<file path="src/rtl/reg_dump_scanner.sv">
// Walks registers FIRST_REG..LAST_REG through reg_sel and streams each snapshot out as bytes.
// Optional REGDUMP_TAG_EN prefixes every register with a {3'b101, reg_sel} tag byte.
module reg_dump_scanner #(
    parameter int FIRST_REG  = 0,
    parameter int LAST_REG   = 31,
    parameter bit BIG_ENDIAN = 1'b1
) (
    input  logic        clk,
    input  logic        rstn,
    input  logic        start,
    output logic [4:0]  reg_sel,
    input  logic [31:0] reg_data,
    output logic [7:0]  out_data,
    output logic        out_valid,
    input  logic        out_ready,
    output logic        busy,
    output logic        done
);

`ifdef REGDUMP_TAG_EN
    localparam logic [2:0] LAST_BYTE = 3'd4;
`else
    localparam logic [2:0] LAST_BYTE = 3'd3;
`endif
    localparam logic [4:0] FIRST_SEL = 5'(FIRST_REG);
    localparam logic [4:0] LAST_SEL  = 5'(LAST_REG);

    if (FIRST_REG < 0 || LAST_REG > 31 || FIRST_REG > LAST_REG) begin : g_bad_range
        $error("reg_dump_scanner: register range %0d..%0d is invalid", FIRST_REG, LAST_REG);
    end

    typedef enum logic [2:0] {S_IDLE, S_SEL, S_CAPT, S_SEND, S_DONE} state_t;

    state_t      r_state;
    state_t      w_next;
    logic [4:0]  r_sel;
    logic [31:0] r_snap;
    logic [2:0]  r_cnt;
    logic        w_hs;
    logic        w_last_byte;
    logic [1:0]  w_idx;
    logic [1:0]  w_lane;
    logic [7:0]  w_byte;

    assign w_hs        = (r_state == S_SEND) && out_ready;
    assign w_last_byte = (r_cnt == LAST_BYTE);
    assign reg_sel     = r_sel;

    always_ff @(posedge clk or negedge rstn) begin
        if (!rstn) begin
            r_state <= S_IDLE;
        end else begin
            r_state <= w_next;
        end
    end

    always_comb begin
        w_next = r_state;
        case (r_state)
            S_IDLE:  if (start) w_next = S_SEL;
            S_SEL:   w_next = S_CAPT;
            S_CAPT:  w_next = S_SEND;
            S_SEND: begin
                if (w_hs && w_last_byte) begin
                    w_next = (r_sel == LAST_SEL) ? S_DONE : S_SEL;
                end
            end
            S_DONE:  w_next = S_IDLE;
            default: w_next = S_IDLE;
        endcase
    end

    // Register index, snapshot and byte counter; reg_sel never steps past LAST_SEL.
    always_ff @(posedge clk or negedge rstn) begin
        if (!rstn) begin
            r_sel  <= 5'd0;
            r_snap <= 32'd0;
            r_cnt  <= 3'd0;
        end else begin
            case (r_state)
                S_IDLE: begin
                    if (start) r_sel <= FIRST_SEL;
                end
                S_CAPT: begin
                    r_snap <= reg_data;
                    r_cnt  <= 3'd0;
                end
                S_SEND: begin
                    if (w_hs) begin
                        if (!w_last_byte) begin
                            r_cnt <= r_cnt + 3'd1;
                        end else if (r_sel != LAST_SEL) begin
                            r_sel <= r_sel + 5'd1;
                        end
                    end
                end
                default: ;
            endcase
        end
    end

    always_comb begin
`ifdef REGDUMP_TAG_EN
        w_idx = r_cnt[1:0] - 2'd1;
`else
        w_idx = r_cnt[1:0];
`endif
        w_lane = BIG_ENDIAN ? (2'd3 - w_idx) : w_idx;
        case (w_lane)
            2'd0:    w_byte = r_snap[7:0];
            2'd1:    w_byte = r_snap[15:8];
            2'd2:    w_byte = r_snap[23:16];
            default: w_byte = r_snap[31:24];
        endcase
    end

    always_comb begin
        out_valid = 1'b0;
        out_data  = 8'd0;
        busy      = 1'b0;
        done      = 1'b0;
        case (r_state)
            S_SEL, S_CAPT: busy = 1'b1;
            S_SEND: begin
                busy      = 1'b1;
                out_valid = 1'b1;
`ifdef REGDUMP_TAG_EN
                out_data  = (r_cnt == 3'd0) ? {3'b101, r_sel} : w_byte;
`else
                out_data  = w_byte;
`endif
            end
            S_DONE:  done = 1'b1;
            default: ;
        endcase
    end

endmodule

</file>
<file path="config.mk">
export PLATFORM = sky130hd
export DESIGN_NAME = reg_dump_scanner
export DESIGN_NICKNAME = d
export VERILOG_FILES = /design/src/rtl/reg_dump_scanner.sv
export SDC_FILE = /design/constraint.sdc
export NUM_CORES = 1
export LEC_CHECK = 0
export ABC_AREA = 1
export BUFFER_PORTS_ARGS = -buffer_cell sky130_fd_sc_hd__buf_2
export CAP_MARGIN = 20
export CORE_MARGIN = 5
export CORE_UTILIZATION = 35
export CTS_BUF_LIST = sky130_fd_sc_hd__clkbuf_2
export CTS_CLUSTER_SIZE = 16
export DETAILED_ROUTE_END_ITERATION = 7
export PLACE_DENSITY = 0.55
export SLEW_MARGIN = 20
export SYNTH_ARGS = -nofsm -noshare
export SYNTH_HDL_FRONTEND = slang
export SYNTH_SLANG_ARGS = --single-unit
export TNS_END_PERCENT = 1
</file>
<file path="constraint.sdc">
create_clock -name clk -period 2.61 [get_ports clk]
set_input_delay 0.1305 -clock clk [delete_from_list [all_inputs] [get_ports clk]]
set_output_delay 0.1305 -clock clk [all_outputs]
set_load 0.005 [all_outputs]
</file>
==> impl_summary.md <==
Outcome
The flow ran to the end, and the final reports show no timing, DRC or antenna violations.

STA
For the pin with the worst max-slew slack, the measured transition is between 0.4 and 0.5 ns. The post-route clock skew is between 0.02 and 0.025 ns. The accumulated negative setup slack is 0 ns. Setup violations remaining at the end of the flow were counted as 0. The highest achievable clock rate is ~460 MHz.

Setup repair after global routing left no endpoint under its margin. The number of failing hold endpoints at the final stage is 0. The worst path uses approximately 83% of the clock period. The post-layout minimum cycle time is about 2.2 ns. The headroom to the max-slew limit is approximately two thirds. The count of final max-slew check failures is 0.

Setup path
The worst setup path is captured at a primary output. The critical path is of the flop to primary output type. Of all nets on the critical path, the largest fanout is 12. The worst path arrival time is between 2 and 2.5 ns. The setup check on the worst reg-to-reg path leaves a slack of around 0.91 ns. The element type at the critical path start is a flop. The startpoint of the worst register-to-register path is r_cnt[0].

The standard cell with the maximum stage delay on the critical path is dfrtp_1. The depth of the most critical reg-to-reg path is 7. The reg-to-reg endpoint is reg_sel[2]. Walking the worst path, the cells encountered are nand2_1 > nor2_2 > o21ai_0 > a31oi_1 > buf_2. Data on the critical path is required at its endpoint by ~2.5 ns.

On the worst path, the slowest cell contributes a delay of about 0.58 ns.

Floorplan
For this design the top-level I/O count stands at between 50 and 60. The floorplan has 28 rows. In this run the vertical extent of the chip is about 90 um.

The total area inside the core boundary comes to 0.00592 mm2. The initial utilization of the core area, before any placement, comes to 36.0%. The floorplan step set the die width to between 80 and 90 um. The floorplan die area is between 0.007 and 0.008 mm2.

Cells and area
Relative to the synthesized area, the layout overhead comes to 33.3%. Cells with a size suffix above 1 make up roughly 20% of the layout. 0 antenna diodes ended up in the layout.

The number of nets in the final layout is roughly 390. The finished layout holds 420 standard cells, fillers aside.

Logic synthesis
Sorting the synthesized cells by area gives the leading types as dfrtp_1, nand2_1, nand3_1, ha_1, o21ai_0. The mapped netlist covers between 0.002 and 0.0025 mm2. The post-synthesis cell count is 265. The share of synthesized registers carrying an async set or reset is between 90% and 100%. The post-synthesis cell type count is 23.

The top flip-flop cell by instance count after synthesis is dfrtp_1. The net count after synthesis is just over 300. The most common cell in the synthesized netlist is nand2_1. In this run, synthesis produced a sequential element count of 43. The number of warnings reported in the yosys synthesis log is 0. The share of the synthesized area in the top cell type is roughly half. The commonest cells after synthesis are nand2_1, dfrtp_1, nand3_1. The biggest area contributor in the post-synthesis netlist is dfrtp_1.

The average footprint of a synthesized cell is between 8 and 9 um2. Summing the sequential cell areas from Yosys gives just over 50% of the chip area. The synthesized design contains 0 enable-type register cells.

Worst hold path
The endpoint of the worst hold-timing path is r_state[1]. The path class of the tightest hold or removal check is input pin to flop. The startpoint identified for the worst hold timing path is out_ready.

Counting instances, the worst hold path has a depth of 4.

Clock tree
The later pin in the worst-skew pair is clocked with a latency of around 0.41 ns. The clock root buffer master is clkbuf_2. The number of hold buffers added after cts is 33. The total clock buffers created by CTS is 5. The clock input transition at the sequential cells of the worst setup and hold paths is around 0.2 ns. The number of gates resized after CTS is 0. The CTS tree is done. The number of clock sinks seen by CTS is 43. The longest clock path from root to sink contains 2 buffers. The total setup buffers inserted after CTS is 0. The number of H-tree levels is 2.

Routing
The ratio of routed vias to standard cells is between 4 and 5. The number of vias in the routed layout is between 1.5k and 2k. Dividing the detail-routed wire length by the instance count gives ~14 um. The first TritonRoute pass finished after 4 iterations. The DRC violations left is 0. For this block, the initial DRC count from the detailed router was 100.

The total wire length after detailed routing is 5.69 mm. The residual antenna-violating net count after detailed routing is 0.

Global route
Entering global routing, the biggest net connects between 40 and 50 pins. The first global-routing pass estimated 9.48 mm of wire. The aggregate global routing overflow is 0. The via count of the first global-routing pass is ~2.0k. For this run, the total global-route usage over all layers was measured as 16.1%.

The number of antenna violations at the first check in global routing is 0.

Placed design
Once placement completed, the tool counted placed cells totaling 379. At the end of routability-driven placement, the weighted congestion stood at about 0.73. The estimated wirelength of the detail-placed design is around 3.7 mm. The count of input and output buffers is slightly above 50.

Pwr
Power spread over the standard cell area amounts to between 900 and 1000 mW/mm2. Summing internal, switching and leakage power gives between 2 and 3 mW. The total leakage power is ~1.5 nW. IR analysis of the VDD net gives a maximum drop of ~0.42 mV.

Job
Across the run, the number of max-cap violations was 0.
[power breakdown]
group	internal, mW	switching, mW	total (mW)
clock network	0.161	0.216	0.377
registers	0.950	0.193	1.14
logic	0.475	0.784	1.26
total	1.59	1.19	2.78
[sequential cells by signal, summed over array words and instances, names as in the netlist]
register / count
r_snap: 32
reg_sel: 5
r_cnt: 3
r_state: 3
[through the flow]
stage	worst slack [ns]	cell area [um2]	utilization (%)	hold WS [ns]
floorplan	1.13	2130	-	-0.165
global placement	0.835	2430	41.1	0.343
detailed placement	0.853	2430	41.1	0.342
CTS	0.366	2820	47.7	0.0903
global route	0.180	2840	48.0	0.0782
finish	0.434	2840	48.0	0.104
[area by class of cell]
type	instances	area [um2]
fillers	622	3080
flip-flops and latches	43	1080
multi-input cells	193	933
repair buffers	88	628
well taps	75	93.8
inverters	14	52.6
clock buffers	6	30.0
clock inverters	1	30.0
[cell usage in the layout (no fill, tap or decap)]
master,netlist,routed
nand2_1,106,106
nor2_2,1,1
nor2_1,4,4
a22oi_1,1,1
nor2_4,1,1
nand3_1,37,37
inv_2,3,3
nand4_2,1,1
a21boi_4,1,1
buf_4,2,3
bufinv_16,0,1
nand4_1,2,2
buf_2,6,51
clkbuf_2,0,6
ha_1,7,7
inv_1,11,11
dfrtp_1,43,43
a31oi_1,8,8
buf_12,0,1
xor2_1,2,2
nor3_1,1,1
and3_1,1,1
a21oi_1,8,8
o21ai_0,12,12
dlygate4sd3_1,0,33
[critical path: cells and delay by family, from the launching register on]
kind                   cells  cell delay, ns
flip-flops                 1            0.58
AND/OR/NAND/NOR            2            0.53
AO/OA/AOI/OAI              2            0.39
buffers and inverters      1            0.15
[worst max-delay path by stage]
stage / startpoint / end / cells after the start
3_5_place_dp: r_state[0] / out_data[1] / 5
2_1_floorplan: reg_sel[0] / reg_sel[0] / 7
6_report: r_state[0] / out_data[1] / 5
3_3_place_gp: r_state[0] / out_data[0] / 5
5_1_grt: r_state[0] / out_data[7] / 5
4_1_cts: r_state[0] / out_data[1] / 5
[cells by family (layout without fill, tap and decap cells)]
family,after synthesis,after routing,share of synthesized area [%]
flops,43,43,50.4
simple gates,154,154,30.6
buf+inv,29,109,5.81
xor+xnor,2,2,0.821
fa+ha+maj,7,7,4.11
compound gates,30,30,8.27
[per-layer routing]
| layer | GRT usage [%] | vias to the layer above | part of all wire (%) | wire length, um |
|---|---|---|---|---|
| met1 | 22.0 | 928 | 46 | 2620 |
| met3 | 3.10 | 6 | 4.2 | 237 |
| met4 | 6.04 | 0 | 1.1 | 64 |
| met5 | 0 | - | 0 | 0 |
| li1 | - | 1021 | - | - |
| met2 | 25.2 | 39 | 49 | 2770 |
Power figures use the tool's default switching activity.
